<file path="src/rtl/mul_arbiter.sv">
// Round-robin arbiter sharing one sequential multiplier among NREQ requesters.
// Define MUL_ARBITER_TIMEOUT_EN to compile in the WAIT-state watchdog.
module mul_arbiter #(
    parameter int N           = 16,
    parameter int NREQ        = 4,
    parameter int TIMEOUT_CYC = 64
) (
    input  logic              clock,
    input  logic              reset,
    input  logic [NREQ-1:0]   req,
    input  logic [NREQ*N-1:0] mcand_in,
    input  logic [NREQ*N-1:0] mlier_in,
    output logic [NREQ-1:0]   gnt,
    output logic [NREQ-1:0]   done,
    output logic [2*N:0]      result,
    output logic              busy,
    output logic              mul_start,
    output logic [N-1:0]      mul_mcand,
    output logic [N-1:0]      mul_mlier,
    input  logic [2*N:0]      mul_prodt,
    input  logic              mul_valid,
    output logic              timeout_err
);

    localparam int PW = (NREQ > 1) ? $clog2(NREQ) : 1;

    typedef enum logic [1:0] {IDLE, ISSUE, WAIT, DONE} state_t;

    state_t        state;
    state_t        state_nx;
    logic [PW-1:0] ptr;
    logic [PW-1:0] sel;
    logic [PW-1:0] pick;
    logic          found;
    logic          cap;
    logic          expire;
    int            pick_off;

    always_comb begin
        int j;
        logic [PW-1:0] jj;
        j     = 0;
        jj    = '0;
        found = 1'b0;
        pick  = '0;
        for (int k = 0; k < NREQ; k++) begin
            j  = (int'(ptr) + k) % NREQ;
            jj = PW'(j);
            if (!found && req[jj]) begin
                found = 1'b1;
                pick  = jj;
            end
        end
    end

    assign pick_off = int'(pick) * N;

    // mul_start high means the multiplier is only now starting, so any
    // valid seen in that cycle belongs to an older operation.
    assign cap = (state == WAIT) && mul_valid && !mul_start;

`ifdef MUL_ARBITER_TIMEOUT_EN
    localparam int CW = $clog2(TIMEOUT_CYC + 1);

    logic [CW-1:0] wd_cnt;
    logic          wd_hit;

    assign expire = (state == WAIT) && !cap &&
                    (wd_cnt == CW'(TIMEOUT_CYC - 1));

    always_ff @(posedge clock or negedge reset) begin
        if (!reset) begin
            wd_cnt <= '0;
            wd_hit <= 1'b0;
        end else begin
            if (state == WAIT)
                wd_cnt <= wd_cnt + CW'(1);
            else
                wd_cnt <= '0;
            if (state == ISSUE)
                wd_hit <= 1'b0;
            else if (expire)
                wd_hit <= 1'b1;
        end
    end

    assign timeout_err = (state == DONE) && wd_hit;
`else
    assign expire      = 1'b0;
    assign timeout_err = 1'b0;
`endif

    always_comb begin
        state_nx = state;
        unique case (state)
            IDLE:    if (found) state_nx = ISSUE;
            ISSUE:   state_nx = WAIT;
            WAIT:    if (cap || expire) state_nx = DONE;
            DONE:    state_nx = IDLE;
            default: state_nx = IDLE;
        endcase
    end

    always_ff @(posedge clock or negedge reset) begin
        if (!reset) begin
            state     <= IDLE;
            ptr       <= '0;
            sel       <= '0;
            result    <= '0;
            mul_start <= 1'b0;
            mul_mcand <= '0;
            mul_mlier <= '0;
        end else begin
            state     <= state_nx;
            mul_start <= (state == ISSUE);
            if (state == IDLE && found) begin
                sel       <= pick;
                mul_mcand <= mcand_in[pick_off +: N];
                mul_mlier <= mlier_in[pick_off +: N];
            end
            if (cap)
                result <= mul_prodt;
            else if (expire)
                result <= '0;
            if (state == DONE)
                ptr <= (sel == PW'(NREQ - 1)) ? '0 : sel + PW'(1);
        end
    end

    assign gnt  = (state == ISSUE) ? (NREQ'(1) << sel) : '0;
    assign done = (state == DONE) ? (NREQ'(1) << sel) : '0;
    assign busy = (state != IDLE);

endmodule
</file>
<file path="config.mk">
export PLATFORM = sky130hd
export DESIGN_NAME = mul_arbiter
export DESIGN_NICKNAME = d
export VERILOG_FILES = /design/src/rtl/mul_arbiter.sv
export SDC_FILE = /design/constraint.sdc
export NUM_CORES = 1
export LEC_CHECK = 0
export BUFFER_PORTS_ARGS = -buffer_cell sky130_fd_sc_hd__clkbuf_2
export CELL_PAD_IN_SITES_DETAIL_PLACEMENT = 0
export CELL_PAD_IN_SITES_GLOBAL_PLACEMENT = 2
export CORE_UTILIZATION = 26
export CTS_CLUSTER_SIZE = 10
export DETAILED_ROUTE_END_ITERATION = 8
export GPL_TIMING_DRIVEN = 0
export PLACE_DENSITY_LB_ADDON = 0.15
export SLEW_MARGIN = 0
export SYNTH_ARGS = -nofsm -noshare
export SYNTH_HDL_FRONTEND = slang
export SYNTH_SLANG_ARGS = --single-unit
</file>
<file path="constraint.sdc">
create_clock -name clock -period 4.8 [get_ports clock]
set_input_delay 1.2 -clock clock [delete_from_list [all_inputs] [get_ports clock]]
set_output_delay 1.2 -clock clock [all_outputs]
set_load 0.005 [all_outputs]
</file>
==> impl_metrics.env, run 1 <==
export IMPL_status="finished, final reports clean"
export IMPL_hold_class="reg -> reg"
export IMPL_overflow=0
export IMPL_core_area_um2=13900
export IMPL_rsz0062_at_grt="false"
export IMPL_grt_pass1_wl_mm=17.5
export IMPL_fin_tns_setup_ps=0
export IMPL_endpoint_kind="register"
export IMPL_power_mw=3.24
export IMPL_finalSetupViolations=0
export IMPL_synth_top_family_by_area="multiplexers"
export IMPL_track_usage_pct=16.1
export IMPL_p_int_mw=2.06
export IMPL_synth_xor_area_share_pct=0
export IMPL_clkPwrFrac_pct=20.9
export IMPL_synth_compound_gate_area_share_pct=9.77
export IMPL_first_global_vias=3399
export IMPL_crit_path_max_incr_delay_ps=510
export IMPL_ys_types=30
export IMPL_clock_root_buffer="clkbuf_16"
export IMPL_chipHeight_um=122
export IMPL_hold_viol=0
export IMPL_required_ps=4990
export IMPL_hold_ws_ps=487
export IMPL_swShare_pct=36.4
export IMPL_cts_made_buffers=9
export IMPL_r2r_cells=6
export IMPL_ys_seq_area_share_pct=48.3
export IMPL_slew_viol_final=0
export IMPL_cts_setup_buffers=0
export IMPL_start_util_pct=26.7
export IMPL_synth_area_mux_share_pct=28.0
export IMPL_skew_ps=3.00
export IMPL_chipWidth_um=122
export IMPL_yosysWarnings=0
export IMPL_die_area_um2=14800
export IMPL_row_count=43
export IMPL_whs_endpoint="result[21]"
export IMPL_syn_area_um2=3730
export IMPL_clockBufferDepth=2
export IMPL_post_cts_resized=0
export IMPL_hold_buffers=0
export IMPL_dr_total_vias=3349
export IMPL_synth_top_area_share_pct=48.3
export IMPL_combPwrFrac_pct=45.5
export IMPL_drtAntennaViolNets=0
export IMPL_hp_start="result[21]"
export IMPL_crit_type="in -> reg"
export IMPL_p_seq_share_pct=33.6
export IMPL_drive_gt1_share_pct=51.6
export IMPL_yosys_area_top_type="dfrtp_1"
export IMPL_cp_max_fo=10
export IMPL_min_period_over_period_pct=54.0
export IMPL_worst_slew_pin_slew_ps=586
export IMPL_dp_cells=728
export IMPL_switching_power_mw=1.18
export IMPL_clock_sinks=72
export IMPL_clkLatencyLatePin_ps=340
export IMPL_cp_slowest_cell="clkbuf_1"
export IMPL_rrSetupSlack_ps=2740
export IMPL_grt_max_degree=48
export IMPL_synthTopCellsByArea="dfrtp_1 48%, mux2i_1 17%, o221ai_1 7.0%"
export IMPL_synth_fa_ha_area_share_pct=3.02
export IMPL_gp_congestion=0.735
export IMPL_fin_crit_ps=2590
export IMPL_wl_per_cell_um=15.5
export IMPL_start_kind="primary input"
export IMPL_cts_htree_levels=3
export IMPL_fin_cells=744
export IMPL_dp_hpwl_mm=9.14
export IMPL_critical_path_arrival_ps=2780
export IMPL_first_pass_iters=4
export IMPL_avgViaCountPerCell=4.50
export IMPL_cap_violations=0
export IMPL_cp_cell_sequence="clkbuf_2, nor2_1, nand2_1, nand2_2, o21bai_1, clkbuf_1, o221ai_1"
export IMPL_leakage_nw=3.00
export IMPL_pin_count=244
export IMPL_holdPathStages=1
export IMPL_first_iter_violations=75
export IMPL_slew_headroom_pct=60.9
export IMPL_finalNetCount=736
export IMPL_post_route_util_pct=39.4
export IMPL_antenna_found_initial=0
export IMPL_clk_pin_slew_ps=60
export IMPL_r2r_start="state[0]"
export IMPL_yosys_area_share_simple_pct=6.88
export IMPL_synth_nets=482
export IMPL_wirelength_mm=11.5
export IMPL_pwr_density_cell_nw_per_um2=590
export IMPL_syn_avg_cell_area_um2=12.2
export IMPL_ys_ff_latch=72
export IMPL_drcViolationCount=0
export IMPL_cts_tree="built"
export IMPL_nFillCells=1433
export IMPL_portBuffers=242
export IMPL_antenna_cells=0
export IMPL_syn2layout_area_growth_pct=47.3
export IMPL_peakVddDrop_mv=0.183
export IMPL_reg2reg_to="mul_mcand[8]"
export IMPL_fmax_mhz=386
export IMPL_post_synth_inst_count=305
per-stage QoR:
step           area, um^2  setup WS (ps)
2_1_floorplan        3730           2440
3_3_place_gp         5160           1780
3_5_place_dp         5190           1830
4_1_cts              5490           2190
5_1_grt              5490           1970
6_report             5490           2210
sequential cells by signal (all words and copies together), names as in the netlist:
name	cells
result	33
mul_mcand	16
mul_mlier	16
ptr	2
sel	2
state	2
mul_start	1
power groups by stage:
stage	Clock [mW]	Combinational (mW)	Sequential, mW
after floorplan	0	0.851	1.11
after detailed placement	0	1.51	1.10
after global routing	0.723	1.65	1.13
final	0.677	1.47	1.09
after CTS	0.701	1.51	1.09
after global placement	0	1.49	1.09
placed cells by master (no fill, tap or decap), types with 4 or more instances in the layout:
master	instances
mux2_1	19
nand2_1	37
clkbuf_16	9
ha_1	9
nor2_1	4
buf_4	7
inv_1	5
and2_1	8
clkbuf_1	9
mux2_2	16
o221ai_1	30
clkbuf_2	241
dfrtp_1	72
mux2i_1	65
Yosys cell counts (all sizes together):
| cell | instances |
|---|---|
| a22o | 1 |
| conb | 1 |
| nor2 | 4 |
| and2 | 8 |
| o32a | 1 |
| nand3b | 1 |
| a21oi | 2 |
| mux2 | 35 |
| nand2b | 2 |
| o21bai | 1 |
| buf | 11 |
| or3 | 1 |
| ha | 9 |
| o221ai | 32 |
| o21ai | 1 |
| clkbuf | 9 |
| mux2i | 65 |
| dfrtp | 72 |
| inv | 5 |
| nand2 | 39 |
| a2bb2oi | 1 |
| a211oi | 1 |
| a21o | 1 |
| and3 | 1 |
| nor3b | 1 |
metal layers:
layer	track usage (%)	share of wire, %	vias up
met2	28.6	54	110
met3	4.03	5.5	15
li1	-	-	1628
met4	7.95	2.1	0
met1	17.8	39	1596
met5	0	0	-
kinds of logic (layout without fill, tap and decap cells):
kind of cell | Yosys count | in the layout
multiplexers | 100 | 100
AO/OA/AOI/OAI | 41 | 41
AND/OR/NAND/NOR | 57 | 57
adder cells (fa/ha/maj) | 9 | 9
buffers and inverters | 25 | 284
other | 1 | 1
flip-flops | 72 | 72
layout make-up:
class / count / area, um^2 / area share, %
plain buffers: 20 / 125 / 2.28
clock buffers: 9 / 225 / 4.10
clock inverters: 7 / 71.3 / 1.30
inverters: 5 / 18.8 / 0.342
multi-input cells: 208 / 1780 / 32.5
flip-flops and latches: 72 / 1800 / 32.8
well taps: 180 / 225 / 4.10
repair buffers: 243 / 1240 / 22.6
how the worst max path moves through the flow:
| stage | start | to | slack [ps] |
|---|---|---|---|
| 2_1_floorplan | req[3] | mul_mcand[10] | 2440 |
| 3_3_place_gp | reset | mul_mlier[9] | 1780 |
| 3_5_place_dp | req[3] | mul_mcand[11] | 1830 |
| 4_1_cts | state[1] | gnt[2] | 2190 |
| 5_1_grt | req[3] | mul_mcand[11] | 1970 |
| 6_report | req[3] | mul_mcand[8] | 2210 |
critical path, delay by kind of cell:
kind            cells  cell delay (ps)
compound gates      2              470
simple gates        3              480
buf+inv             2              620
Note: power is estimated with default switching activity, not from simulation.
==> run 2: changes to the inputs <==
Settings changed: CORE_UTILIZATION 26 to 24.
Clock period 4.8 ns to 2.58 ns, I/O delays scaled along.
==> impl_metrics.env, run 2 (synthesized netlist as in run 1, its figures left out) <==
export IMPL_cts_tree="built"
export IMPL_min_period_over_period_pct=79.9
export IMPL_chipHeight_um=127
export IMPL_worst_slew_pin_slew_ps=600
export IMPL_start_util_pct=24.5
export IMPL_p_seq_share_pct=33.8
export IMPL_clockBufferDepth=2
export IMPL_switching_power_mw=2.19
export IMPL_syn2layout_area_growth_pct=47.5
export IMPL_wirelength_mm=11.7
export IMPL_status="finished, final reports clean"
export IMPL_dp_cells=736
export IMPL_row_count=45
export IMPL_cts_made_buffers=9
export IMPL_grt_max_degree=43
export IMPL_fin_cells=751
export IMPL_drtAntennaViolNets=0
export IMPL_cts_setup_buffers=0
export IMPL_track_usage_pct=14.9
export IMPL_cap_violations=0
export IMPL_cp_startpoint="state[0]"
export IMPL_overflow=0
export IMPL_fmax_mhz=485
export IMPL_avgViaCountPerCell=4.46
export IMPL_clkPwrFrac_pct=20.7
export IMPL_wl_per_cell_um=15.5
export IMPL_clk_pin_slew_ps=60
export IMPL_critical_path_arrival_ps=2250
export IMPL_first_global_vias=3386
export IMPL_dp_hpwl_mm=9.26
export IMPL_die_area_um2=16000
export IMPL_place_area_um2=5200
export IMPL_regMostFlops="result"
export IMPL_dr_total_vias=3348
export IMPL_fin_area_um2=5500
export IMPL_finalNetCount=736
export IMPL_combPwrFrac_pct=45.5
export IMPL_hold_class="in -> async"
export IMPL_hold_ws_ps=286
export IMPL_slew_viol_final=0
export IMPL_nFillCells=1589
export IMPL_core_area_um2=15200
export IMPL_swShare_pct=36.3
export IMPL_power_mw=6.02
export IMPL_portBuffers=242
export IMPL_pin_count=244
export IMPL_leakage_nw=2.98
export IMPL_grt_pass1_wl_mm=18.0
export IMPL_drcViolationCount=0
export IMPL_clock_root_buffer="clkbuf_16"
export IMPL_fin_tns_setup_ps=0
export IMPL_post_cts_resized=0
export IMPL_cp_max_fo=10
export IMPL_chipWidth_um=127
export IMPL_first_iter_violations=73
export IMPL_largest_reg_flops=33
export IMPL_r2r_start="state[0]"
export IMPL_finalSetupViolations=0
export IMPL_layout_commonest_cell="clkbuf_2"
export IMPL_required_ps=2760
export IMPL_gp_congestion=0.711
export IMPL_clock_sinks=72
export IMPL_peakVddDrop_mv=0.403
export IMPL_p_int_mw=3.83
export IMPL_hold_buffers=0
export IMPL_pwr_density_cell_nw_per_um2=1090
export IMPL_first_pass_iters=4
export IMPL_skew_ps=3.70
export IMPL_drive_gt1_share_pct=51.5
export IMPL_antenna_cells=0
export IMPL_final_cell_mix="241 x clkbuf_2, 72 x dfrtp_1, 65 x mux2i_1"
export IMPL_crit_type="reg -> reg"
export IMPL_endpoint_kind="register"
export IMPL_slew_headroom_pct=60.0
export IMPL_start_kind="register"
export IMPL_final_seq_area_um2=1800
export IMPL_rsz0062_at_grt="false"
export IMPL_multi_input_area_um2=1780
export IMPL_clkLatencyLatePin_ps=330
export IMPL_reg_top3="result x33, mul_mcand x16, mul_mlier x16"
export IMPL_cts_htree_levels=3
export IMPL_fin_crit_ps=2060
export IMPL_hold_viol=0
export IMPL_antenna_found_initial=0
[run 2: changes by cell type in the layout (fill, tap and decap cells not counted)]
cell / change
clkinv_4: -1
clkinv_2: -3
clkinvlp_4: +3
[run 2: per-stage QoR]
stage	utilization [%]	setup slack [ps]
2_1_floorplan	-	777
3_3_place_gp	34.0	101
3_5_place_dp	34.2	128
4_1_cts	36.2	433
5_1_grt	36.2	310
6_report	36.2	518
[run 2: cell type report]
type,count,area share (%)
Clock inverter,6,1.27
Multi-Input combinational cell,208,32.4
Inverter,5,0.341
Buffer,20,2.28
Tap cell,188,4.28
Timing Repair Buffer,243,22.6
Sequential cell,72,32.8
Clock buffer,9,4.10
[run 2: final timing paths]
| kind | to | slack [ps] | cells after the start |
|---|---|---|---|
| worst max-delay path | mul_mcand[8] | 520 | 6 |
| worst min-delay path | mul_mlier[6] | 290 | 1 |
| worst max register to register | mul_mcand[8] | 520 | 6 |
| worst min register to register | result[4] | 490 | 1 |
| max in group asynchronous | result[30] | 1710 | 2 |
| min in group clock | result[4] | 490 | 1 |
[run 2: metal layers]
layer,GRT usage [%],wire length (um),share of wire (%)
met5,0,0,0
met1,17.8,4830,41
met3,2.87,542,4.6
met2,26.1,6080,52
met4,6.66,217,1.9
[run 2: power by group through the flow]
stage	sequential (mW)	clock (mW)	combinational (mW)
global placement	2.03	0	2.79
CTS	2.04	1.30	2.83
global route	2.11	1.35	3.05
finish	2.03	1.24	2.74
floorplan	2.06	0	1.58
detailed placement	2.04	0	2.83
[run 2: critical path: stages (launching register included)]
cell      delay (ps)
dfrtp_1          400
inv_1            100
ha_1             250
nand2_2          180
o21bai_1         270
clkbuf_1         520
o221ai_1         190
==> run 3: changes to the inputs <==
Clock period 2.58 ns to 2 ns, I/O delays scaled along.
==> impl_metrics.env, run 3 (synthesized netlist as in run 1, its figures left out) <==
export IMPL_final_seq_area_um2=1800
export IMPL_first_global_vias=3378
export IMPL_regMostFlops="result"
export IMPL_gp_congestion=0.711
export IMPL_hold_ws_ps=140
export IMPL_clk_pin_slew_ps=60
export IMPL_required_ps=2220
export IMPL_slew_headroom_pct=62.7
export IMPL_overflow=0
export IMPL_hold_class="in -> async"
export IMPL_syn2layout_area_growth_pct=48.7
export IMPL_portBuffers=242
export IMPL_antenna_found_initial=0
export IMPL_wirelength_mm=11.7
export IMPL_chipWidth_um=127
export IMPL_grt_pass1_wl_mm=18.0
export IMPL_final_cell_mix="247 x clkbuf_2, 72 x dfrtp_1, 64 x mux2i_1"
export IMPL_pin_count=244
export IMPL_cts_htree_levels=3
export IMPL_rsz0062_at_grt="false"
export IMPL_first_pass_iters=4
export IMPL_reg_top3="result x33, mul_mcand x16, mul_mlier x16"
export IMPL_slew_viol_final=0
export IMPL_chipHeight_um=127
export IMPL_row_count=45
export IMPL_die_area_um2=16000
export IMPL_track_usage_pct=15.0
export IMPL_wl_per_cell_um=15.6
export IMPL_power_mw=7.83
export IMPL_start_util_pct=24.5
export IMPL_leakage_nw=3.00
export IMPL_post_route_util_pct=36.5
export IMPL_nFillCells=1581
export IMPL_finalSetupViolations=0
export IMPL_dr_total_vias=3358
export IMPL_drive_gt1_share_pct=53.5
export IMPL_avgViaCountPerCell=4.47
export IMPL_cts_made_buffers=9
export IMPL_finalNetCount=736
export IMPL_hold_viol=0
export IMPL_endpoint_kind="register"
export IMPL_status="finished, final reports clean"
export IMPL_core_area_um2=15200
export IMPL_min_period_over_period_pct=92.0
export IMPL_skew_ps=3.40
export IMPL_fmax_mhz=543
export IMPL_fin_crit_ps=1840
export IMPL_first_iter_violations=86
export IMPL_start_kind="register"
export IMPL_antenna_cells=0
export IMPL_cp_max_fo=10
export IMPL_cts_setup_buffers=0
export IMPL_cap_violations=0
export IMPL_clock_sinks=72
export IMPL_multi_input_area_um2=1810
export IMPL_drcViolationCount=0
export IMPL_pwr_density_cell_nw_per_um2=1410
export IMPL_peakVddDrop_mv=0.522
export IMPL_critical_path_arrival_ps=2060
export IMPL_dp_hpwl_mm=9.26
export IMPL_worst_slew_pin_slew_ps=560
export IMPL_cts_tree="built"
export IMPL_crit_type="reg -> reg"
export IMPL_layout_commonest_cell="clkbuf_2"
export IMPL_clock_root_buffer="clkbuf_16"
export IMPL_largest_reg_flops=33
export IMPL_clockBufferDepth=2
export IMPL_clkLatencyLatePin_ps=330
export IMPL_grt_max_degree=43
export IMPL_drtAntennaViolNets=0
-- run 3: area by class of cell --
| cell class | instances | share of cell area [%] |
|---|---|---|
| well taps | 188 | 4.24 |
| inverters | 5 | 0.339 |
| clock inverters | 6 | 1.26 |
| multi-input cells | 208 | 32.7 |
| plain buffers | 20 | 2.46 |
| repair buffers | 243 | 22.4 |
| flip-flops and latches | 72 | 32.5 |
| clock buffers | 9 | 4.06 |
-- run 3: worst paths after layout --
kind	slack, ps	to	cells after the start	from
setup / recovery	160	result[18]	5	state[0]
hold / removal	140	mul_mlier[6]	1	reset
setup reg to reg	160	result[18]	5	state[0]
hold reg to reg	490	result[4]	1	result[4]
max in group asynchronous	1280	result[30]	2	reset
min in group clock	370	result[4]	2	mul_prodt[4]
-- run 3: worst max-delay path: stages, from the launching register on --
cell and delay (ps):
dfrtp_1 400, inv_1 120, ha_1 250, nand3b_1 250, clkbuf_2 330, mux2_2 370
-- run 3: report_power, final --
part | total [mW] | switching (mW) | leakage, nW | internal [mW]
Sequential | 2.62 | 0.416 | 0.872 | 2.21
Clock | 1.60 | 0.640 | 0.134 | 0.964
Combinational | 3.61 | 1.79 | 1.99 | 1.81
-- run 3: timing repair --
item	CTS	global route
hold buffers	0	0
gates resized for setup	6	9
pin swaps	0	0
setup endpoints to repair	59	34
-- run 3: metrics by stage --
| step | TNS, ps | setup WS [ps] | cell area (um^2) | cells |
|---|---|---|---|---|
| floorplan | 0 | 282 | 3730 | 305 |
| global placement | -30490 | -334 | 5170 | 735 |
| detailed placement | -8530 | -307 | 5200 | 736 |
| CTS | 0 | 27.8 | 5510 | 751 |
| global route | 0 | 19.8 | 5540 | 751 |
| finish | 0 | 160 | 5540 | 751 |
-- run 3: routing by layer --
layer | track usage, % | wire length (um)
met4 | 6.66 | 217
met3 | 2.87 | 544
met5 | 0 | 0
met1 | 17.9 | 4830
met2 | 26.1 | 6100
